## config.mk

```make
export PLATFORM = sky130hd
export DESIGN_NAME = mips_dcache_flat
export DESIGN_NICKNAME = d
export VERILOG_FILES = /design/src/rtl/mips_dcache_pkg.sv /design/src/rtl/mips_dcache_if.sv /design/src/rtl/mips_dcache_array.sv /design/src/rtl/mips_dcache.sv /design/src/flat_wrapper.sv
export SDC_FILE = /design/constraint.sdc
export NUM_CORES = 2
export LEC_CHECK = 0
export BUFFER_PORTS_ARGS = -buffer_cell sky130_fd_sc_hd__clkbuf_2
export CAP_MARGIN = 25
export CORE_MARGIN = 5
export CORE_UTILIZATION = 40
export CTS_CLUSTER_DIAMETER = 100
export CTS_CLUSTER_SIZE = 40
export DETAILED_ROUTE_END_ITERATION = 8
export HOLD_SLACK_MARGIN = 0.05
export PLACE_DENSITY = 0.59
export SLEW_MARGIN = 30
export SYNTH_ARGS = -nofsm -noshare
export SYNTH_HDL_FRONTEND = slang
export SYNTH_SLANG_ARGS = --single-unit
```

## constraint.sdc

```tcl
create_clock -name i_clk -period 7.05 [get_ports i_clk]
set_clock_uncertainty 0.2 [all_clocks]
set_input_delay 1.0575 -clock i_clk [delete_from_list [all_inputs] [get_ports i_clk]]
set_output_delay 1.0575 -clock i_clk [all_outputs]
set_load 0.005 [all_outputs]
```

## src/rtl/mips_dcache_pkg.sv

```systemverilog
// Shared constants and types for the direct-mapped write-through data cache.
// Holds the FSM state encoding and the default geometry.
package mips_dcache_pkg;

    localparam int DEF_LINES      = 16;
    localparam int DEF_LINE_WORDS = 4;

    typedef enum logic [1:0] {
        ST_IDLE   = 2'd0,
        ST_REFILL = 2'd1,
        ST_WRITE  = 2'd2,
        ST_DONE   = 2'd3
    } state_t;

endpackage

```

## src/rtl/mips_dcache_if.sv

```systemverilog
// Core-side and external-memory-side signal bundle of the data cache.
// The slave modport is the cache's view; master is the core/memory environment.
interface mips_dcache_if;
    logic        core_ren;
    logic        core_wen;
    logic [31:0] core_addr;
    logic [31:0] core_wdata;
    logic [31:0] core_rdata;
    logic        core_stall;
    logic        ext_req;
    logic        ext_we;
    logic [31:0] ext_addr;
    logic [31:0] ext_wdata;
    logic        ext_ack;
    logic [31:0] ext_rdata;

    modport slave (
        input  core_ren, core_wen, core_addr, core_wdata, ext_ack, ext_rdata,
        output core_rdata, core_stall, ext_req, ext_we, ext_addr, ext_wdata
    );

    modport master (
        output core_ren, core_wen, core_addr, core_wdata, ext_ack, ext_rdata,
        input  core_rdata, core_stall, ext_req, ext_we, ext_addr, ext_wdata
    );
endinterface

```

## src/rtl/mips_dcache_array.sv

```systemverilog
// Tag, valid and data storage: asynchronous read, one word write port and one tag/valid port.
// Only the valid bits are reset, so a partially filled line can never be seen as a hit.
module dcache_array #(
    parameter int LINES      = 16,
    parameter int LINE_WORDS = 4,
    parameter int TAG_W      = 24
) (
    input  logic                          i_clk,
    input  logic                          i_rst_n,
    input  logic [$clog2(LINES)-1:0]      i_rd_idx,
    input  logic [$clog2(LINE_WORDS)-1:0] i_rd_off,
    output logic                          o_rd_valid,
    output logic [TAG_W-1:0]              o_rd_tag,
    output logic [31:0]                   o_rd_word,
    input  logic                          i_wr_en,
    input  logic [$clog2(LINES)-1:0]      i_wr_idx,
    input  logic [$clog2(LINE_WORDS)-1:0] i_wr_off,
    input  logic [31:0]                   i_wr_data,
    input  logic                          i_tv_we,
    input  logic [$clog2(LINES)-1:0]      i_tv_idx,
    input  logic                          i_tv_valid,
    input  logic [TAG_W-1:0]              i_tv_tag
);

    logic [LINES-1:0] r_valid;
    logic [TAG_W-1:0] r_tag  [LINES];
    logic [31:0]      r_data [LINES][LINE_WORDS];

    assign o_rd_valid = r_valid[i_rd_idx];
    assign o_rd_tag   = r_tag[i_rd_idx];
    assign o_rd_word  = r_data[i_rd_idx][i_rd_off];

    // Valid bits: cleared asynchronously, set/cleared via the tag/valid port.
    always_ff @(posedge i_clk or negedge i_rst_n) begin
        if (!i_rst_n) begin
            r_valid <= '0;
        end else if (i_tv_we) begin
            r_valid[i_tv_idx] <= i_tv_valid;
        end
    end

    // Tag storage.
    always_ff @(posedge i_clk) begin
        if (i_tv_we) begin
            r_tag[i_tv_idx] <= i_tv_tag;
        end
    end

    // Data word storage.
    always_ff @(posedge i_clk) begin
        if (i_wr_en) begin
            r_data[i_wr_idx][i_wr_off] <= i_wr_data;
        end
    end

endmodule

```

## src/rtl/mips_dcache.sv

```systemverilog
// Direct-mapped, write-through, no-write-allocate data cache for the MIPS MEM stage.
// Read hits return combinationally; refills and write-throughs stall the core.
module mips_dcache
    import mips_dcache_pkg::*;
#(
    parameter int LINES      = DEF_LINES,
    parameter int LINE_WORDS = DEF_LINE_WORDS
) (
    input  logic          i_clk,
    input  logic          i_rst_n,
    mips_dcache_if.slave  bus
);

    localparam int OFF_W  = $clog2(LINE_WORDS);
    localparam int IDX_W  = $clog2(LINES);
    localparam int LINE_W = 30 - OFF_W;
    localparam int TAG_W  = LINE_W - IDX_W;

    logic [OFF_W-1:0]  w_off;
    logic [LINE_W-1:0] w_line;
    logic [IDX_W-1:0]  w_idx;
    logic [TAG_W-1:0]  w_tag;
    logic              w_unused_addr;
    logic              w_rd_valid;
    logic [TAG_W-1:0]  w_rd_tag;
    logic [31:0]       w_rd_word;
    logic              w_hit;
    logic              w_ack;
    logic              w_last;

    state_t            r_state, w_state_nxt;
    logic [OFF_W-1:0]  r_cnt, w_cnt_nxt;
    logic [LINE_W-1:0] r_line, w_line_nxt;
    logic              r_ext_req, w_req_nxt;
    logic              r_ext_we, w_we_nxt;
    logic [31:0]       r_ext_addr, w_addr_nxt;
    logic [31:0]       r_ext_wdata, w_wdata_nxt;

    logic              w_stall;
    logic [31:0]       w_rdata;
    logic              w_wr_en;
    logic [IDX_W-1:0]  w_wr_idx;
    logic [OFF_W-1:0]  w_wr_off;
    logic [31:0]       w_wr_data;
    logic              w_tv_we;
    logic [IDX_W-1:0]  w_tv_idx;
    logic              w_tv_valid;
    logic [TAG_W-1:0]  w_tv_tag;

    assign w_off         = bus.core_addr[OFF_W+1:2];
    assign w_line        = bus.core_addr[31:OFF_W+2];
    assign w_idx         = w_line[IDX_W-1:0];
    assign w_tag         = w_line[LINE_W-1:IDX_W];
    assign w_unused_addr = ^bus.core_addr[1:0];
    assign w_hit         = w_rd_valid && (w_rd_tag == w_tag);
    // An ack is only meaningful while a beat is actually outstanding.
    assign w_ack         = r_ext_req && bus.ext_ack;
    assign w_last        = (r_cnt == OFF_W'(LINE_WORDS - 1));

    dcache_array #(
        .LINES      (LINES),
        .LINE_WORDS (LINE_WORDS),
        .TAG_W      (TAG_W)
    ) u_array (
        .i_clk      (i_clk),
        .i_rst_n    (i_rst_n),
        .i_rd_idx   (w_idx),
        .i_rd_off   (w_off),
        .o_rd_valid (w_rd_valid),
        .o_rd_tag   (w_rd_tag),
        .o_rd_word  (w_rd_word),
        .i_wr_en    (w_wr_en),
        .i_wr_idx   (w_wr_idx),
        .i_wr_off   (w_wr_off),
        .i_wr_data  (w_wr_data),
        .i_tv_we    (w_tv_we),
        .i_tv_idx   (w_tv_idx),
        .i_tv_valid (w_tv_valid),
        .i_tv_tag   (w_tv_tag)
    );

    // Next-state, next-register and array-control logic.
    always_comb begin
        w_state_nxt = r_state;
        w_cnt_nxt   = r_cnt;
        w_line_nxt  = r_line;
        w_req_nxt   = r_ext_req;
        w_we_nxt    = r_ext_we;
        w_addr_nxt  = r_ext_addr;
        w_wdata_nxt = r_ext_wdata;
        w_stall     = 1'b0;
        w_rdata     = 32'd0;
        w_wr_en     = 1'b0;
        w_wr_idx    = w_idx;
        w_wr_off    = w_off;
        w_wr_data   = bus.core_wdata;
        w_tv_we     = 1'b0;
        w_tv_idx    = w_idx;
        w_tv_valid  = 1'b0;
        w_tv_tag    = w_tag;
        case (r_state)
            ST_IDLE: begin
                if (bus.core_wen) begin
                    w_stall     = 1'b1;
                    w_wr_en     = w_hit;
                    w_state_nxt = ST_WRITE;
                    w_req_nxt   = 1'b1;
                    w_we_nxt    = 1'b1;
                    w_addr_nxt  = {bus.core_addr[31:2], 2'b00};
                    w_wdata_nxt = bus.core_wdata;
                end else if (bus.core_ren) begin
                    if (w_hit) begin
                        w_rdata = w_rd_word;
                    end else begin
                        w_stall     = 1'b1;
                        w_tv_we     = 1'b1;
                        w_line_nxt  = w_line;
                        w_cnt_nxt   = '0;
                        w_state_nxt = ST_REFILL;
                        w_req_nxt   = 1'b1;
                        w_we_nxt    = 1'b0;
                        w_addr_nxt  = {w_line, {(OFF_W + 2){1'b0}}};
                    end
                end else begin
                    w_stall = 1'b0;
                end
            end
            ST_REFILL: begin
                w_stall  = 1'b1;
                w_wr_idx = r_line[IDX_W-1:0];
                w_wr_off = r_cnt;
                w_wr_data = bus.ext_rdata;
                if (w_ack) begin
                    w_wr_en   = 1'b1;
                    w_cnt_nxt = r_cnt + 1'b1;
                    if (w_last) begin
                        w_tv_we     = 1'b1;
                        w_tv_idx    = r_line[IDX_W-1:0];
                        w_tv_valid  = 1'b1;
                        w_tv_tag    = r_line[LINE_W-1:IDX_W];
                        w_state_nxt = ST_IDLE;
                        w_req_nxt   = 1'b0;
                    end else begin
                        w_addr_nxt = r_ext_addr + 32'd4;
                    end
                end else begin
                    w_wr_en = 1'b0;
                end
            end
            ST_WRITE: begin
                w_stall = 1'b1;
                if (w_ack) begin
                    w_state_nxt = ST_DONE;
                    w_req_nxt   = 1'b0;
                    w_we_nxt    = 1'b0;
                end else begin
                    w_state_nxt = ST_WRITE;
                end
            end
            ST_DONE: begin
                w_state_nxt = ST_IDLE;
            end
            default: begin
                w_state_nxt = ST_IDLE;
            end
        endcase
    end

    // FSM state register.
    always_ff @(posedge i_clk or negedge i_rst_n) begin
        if (!i_rst_n) begin
            r_state <= ST_IDLE;
        end else begin
            r_state <= w_state_nxt;
        end
    end

    // Beat counter, latched line and registered external bus.
    always_ff @(posedge i_clk or negedge i_rst_n) begin
        if (!i_rst_n) begin
            r_cnt       <= '0;
            r_line      <= '0;
            r_ext_req   <= 1'b0;
            r_ext_we    <= 1'b0;
            r_ext_addr  <= 32'd0;
            r_ext_wdata <= 32'd0;
        end else begin
            r_cnt       <= w_cnt_nxt;
            r_line      <= w_line_nxt;
            r_ext_req   <= w_req_nxt;
            r_ext_we    <= w_we_nxt;
            r_ext_addr  <= w_addr_nxt;
            r_ext_wdata <= w_wdata_nxt;
        end
    end

    assign bus.core_stall = w_stall;
    assign bus.core_rdata = w_rdata;
    assign bus.ext_req    = r_ext_req;
    assign bus.ext_we     = r_ext_we;
    assign bus.ext_addr   = r_ext_addr;
    assign bus.ext_wdata  = r_ext_wdata;

endmodule
```

## src/flat_wrapper.sv

```systemverilog
// flat-port wrapper written by rule: the top's interface ports become plain ports
module mips_dcache_flat import mips_dcache_pkg::*;
#(
    parameter int LINES      = DEF_LINES,
    parameter int LINE_WORDS = DEF_LINE_WORDS
)
  (i_clk, i_rst_n, bus_core_ren, bus_core_wen, bus_core_addr, bus_core_wdata, bus_ext_ack, bus_ext_rdata, bus_core_rdata, bus_core_stall, bus_ext_req, bus_ext_we, bus_ext_addr, bus_ext_wdata);
  mips_dcache_if bus_i ();
  input  logic i_clk;
  input  logic i_rst_n;
  input wire logic [$bits(bus_i.core_ren)-1:0] bus_core_ren;
  input wire logic [$bits(bus_i.core_wen)-1:0] bus_core_wen;
  input wire logic [$bits(bus_i.core_addr)-1:0] bus_core_addr;
  input wire logic [$bits(bus_i.core_wdata)-1:0] bus_core_wdata;
  input wire logic [$bits(bus_i.ext_ack)-1:0] bus_ext_ack;
  input wire logic [$bits(bus_i.ext_rdata)-1:0] bus_ext_rdata;
  output wire logic [$bits(bus_i.core_rdata)-1:0] bus_core_rdata;
  output wire logic [$bits(bus_i.core_stall)-1:0] bus_core_stall;
  output wire logic [$bits(bus_i.ext_req)-1:0] bus_ext_req;
  output wire logic [$bits(bus_i.ext_we)-1:0] bus_ext_we;
  output wire logic [$bits(bus_i.ext_addr)-1:0] bus_ext_addr;
  output wire logic [$bits(bus_i.ext_wdata)-1:0] bus_ext_wdata;
  assign bus_i.core_ren = bus_core_ren;
  assign bus_i.core_wen = bus_core_wen;
  assign bus_i.core_addr = bus_core_addr;
  assign bus_i.core_wdata = bus_core_wdata;
  assign bus_i.ext_ack = bus_ext_ack;
  assign bus_i.ext_rdata = bus_ext_rdata;
  assign bus_core_rdata = bus_i.core_rdata;
  assign bus_core_stall = bus_i.core_stall;
  assign bus_ext_req = bus_i.ext_req;
  assign bus_ext_we = bus_i.ext_we;
  assign bus_ext_addr = bus_i.ext_addr;
  assign bus_ext_wdata = bus_i.ext_wdata;
  mips_dcache #(.LINES(LINES), .LINE_WORDS(LINE_WORDS)) u_core (.i_clk(i_clk), .i_rst_n(i_rst_n), .bus(bus_i));
endmodule
```

==> results.md <==
- Root Buffer: clkbuf_16
- HP Class: in2async
- Max Clock Freq: 0.154 GHz
- Total negative setup slack: 0 ns
- Tcrit/Tclk final: roughly 92%
- Max-cap check violation count: 0
- Crit path required time: 5.79 ns
- Die area: 259000 um2
- Ys async rst share: under 10%
- Final slew viol count: 0
- I/O pins: 200
- Main combinational cell family by area after synthesis: multiplexers
- Fillers: around 21000
- Multi-input logic area: ~23000 um2
- Register area: 75800 um2
- Die H: 509 um
- Placeable Area: roughly 250000 um2
- CTS tree: done
- Placed Instances: a little under 8000
- Post-synthesis mux area share: between 10% and 20%
- Rel. slew slack: between 20% and 30%
- Kind of critical path: in2out
- Cell Pwr Density: roughly 270 nW/um2
- Static leakage: approximately 34 nW
- Register-to-register setup slack: between 1.5 and 2 ns
- Drt total wl: between 200000 and 300000 um
- Largest net degree at the start of global routing: between 100 and 150
- VDD IR max: around 0.00024 V
- Vias in the first global route: ~47000
- Status: completed
- Number of distinct library cells after synthesis: 68
- Die width: 509 um
- H-tree depth: 3
- Most used DFF post-synth: edfxtp_1
- Slew @ Worst Pin: between 1 and 1.5 ns
- Worst Setup Start Kind: primary input
- Worst setup EP type: output port
- Final std cells w/o fill: approximately 8100
- Wirelength per Cell: around 31 um
- DRC violations left: 0
- Cell row count: between 150 and 200
- Final Wtd Congestion: around 0.78
- Critical path fanouts, max: 43
- Arrival @ worst endpoint: roughly 5.2 ns
- Vias per cell: 5.81
- Hold Vio Cnt, Final: 0
- Share of layout cells above drive strength 1: approximately 32%
- Clk Latency, worst-skew pair: ~0.79 ns
- Clk sink count: between 2000 and 3000
- Gr ovfl total: 0
- Synth Register Bits: about 2500
- Count of flip-flops with a built-in enable after synthesis: around 2400
- Yosys Warn Count: 0
- Initial antenna violation count: 12
- Post-Synth Adder-Cell Area: less than 1%
- Num CTS Buffers: between 80 and 90
- Synthesized cell area: roughly 100000 um2
- Syn avg cell area: about 22 um2
- Setup repair bufs after CTS: 0
- Final Util: between 40% and 50%
- Synth-to-Final Area Change: 10.4%
- Starting Density: approximately 40%
- # port buffers: ~200
- Global-route wire length before repair: 356000 um
- CTS resizes: 0
- HPWL after DPL: between 100000 and 150000 um
- XOR/XNOR Fraction of Synth Area: less than 1%
- Tot GR Track Use: a little under a fifth
- Max clock buf depth: 3
- # setup viols final: 0
- Hold_buf cts: 0
- Compound-Gate Fraction of Synth Area: under 10%
- Tmin final: about 6.5 ns
- Net count, final: ~4800
- Seq/Total Area, Yosys: 76.2%
- Mapped Cells: 4422
- Post-Synth Simple-Gate Area: about 1.9%
- Drt initial violations: around 5500
- Unrepaired setup endpoints after global routing: no
- Post-detailed-route count of antenna-violating nets: 0
- Most frequent cells in the layout: edfxtp_1, mux4_2, buf_4
- Vias: roughly 47000
- Drt first pass iters: 7
- Worst-path clk slew: roughly 0.15 ns
- Most common cell after layout, fill and taps aside: edfxtp_1
-- worst paths after layout --
path	start	endpoint	cells after the start
max in group asynchronous	i_rst_n	u_core.bus.ext_wdata[10]	2
setup reg to reg	u_core.u_array.r_tag[10][2]	u_core.u_array.r_data[3][119]	12
hold / removal	i_rst_n	u_core.r_line[10]	1
setup / recovery	bus_core_addr[4]	bus_core_rdata[10]	12
min in group i_clk	bus_core_wdata[20]	u_core.bus.ext_wdata[20]	2
hold reg to reg	u_core.bus.ext_wdata[8]	u_core.bus.ext_wdata[8]	1
-- registers in the layout, indices dropped and copies added (netlist names) --
signal,flops
u_core.bus.ext_wdata,32
u_core.u_array.r_tag,384
u_core.r_state,2
u_core.bus.ext_addr,30
u_core.u_array.r_data,2048
u_core.u_array.r_valid,16
u_core.r_cnt,2
u_core.r_line,28
u_core.bus.ext_we,1
u_core.bus.ext_req,1
-- Yosys cell counts, types with 20 or more instances --
cell type,number,area [um2]
edfxtp_1,2432,73000
mux4_2,728,16400
clkbuf_1,142,533
mux2_2,134,1510
nor2_1,117,439
dfrtp_1,112,2800
nand2_1,105,394
buf_2,64,320
mux2i_1,61,611
o22ai_1,58,363
a21oi_1,52,260
nand3_1,44,220
nor2b_1,40,250
a22oi_1,23,173
o21ai_0,23,115
buf_1,22,82.6
a211oi_1,20,150
and3_1,20,125
-- cells by family after synthesis --
group / after synthesis
muxes: 923
other: 1
and+or+nand+nor: 400
buffers and inverters: 262
xor gates and xnor gates: 17
adders and majority gates: 6
DFF: 2544
AOI/OAI and AO/OA: 269
-- stage by stage --
stage | setup slack, ns | hold WS [ns] | area, um2 | power [mW]
floorplan | 1.05 | 0.273 | 99500 | 20.6
global placement | 0.501 | 0.286 | 106000 | 22.2
detailed placement | 0.478 | 0.292 | 107000 | 22.4
CTS | 0.461 | 0.0834 | 110000 | 29.8
global route | 0.263 | 0.113 | 110000 | 30.6
finish | 0.558 | 0.108 | 110000 | 29.6
-- layout make-up --
cell class | count | area share [%]
Multi-Input combinational cell | 1617 | 21.1
Sequential cell | 2544 | 69.1
Antenna cell | 1 | 0.00228
Clock buffer | 109 | 2.18
Tap cell | 3330 | 3.79
Inverter | 17 | 0.0604
Clock inverter | 45 | 0.726
Timing Repair Buffer | 427 | 3.04
-- power by group --
part / switching, mW / internal, mW / total, mW
registers: 0.283 / 17.8 / 18.1
clock network: 4.78 / 2.75 / 7.54
logic: 2.65 / 1.29 / 3.94
-- critical path, cell delays in order --
cell	delay (ns)
buf_8	0.34
buf_12	0.37
mux4_2	0.57
a22o_1	0.25
a221oi_1	0.24
xor2_1	0.20
nand4_1	0.25
nor4_4	0.50
nand4_1	0.16
buf_4	0.37
a311oi_1	0.58
clkbuf_2	0.23
-- per-layer routing --
metal | part of all wire [%] | vias to the layer above | track usage [%]
met5 | 0.0052 | - | 0
met4 | 2.0 | 2 | 3.63
met2 | 49 | 1570 | 31.4
met3 | 6.4 | 213 | 2.60
met1 | 42 | 26001 | 27.7
li1 | - | 19181 | -
Power figures use the tool's default switching activity.
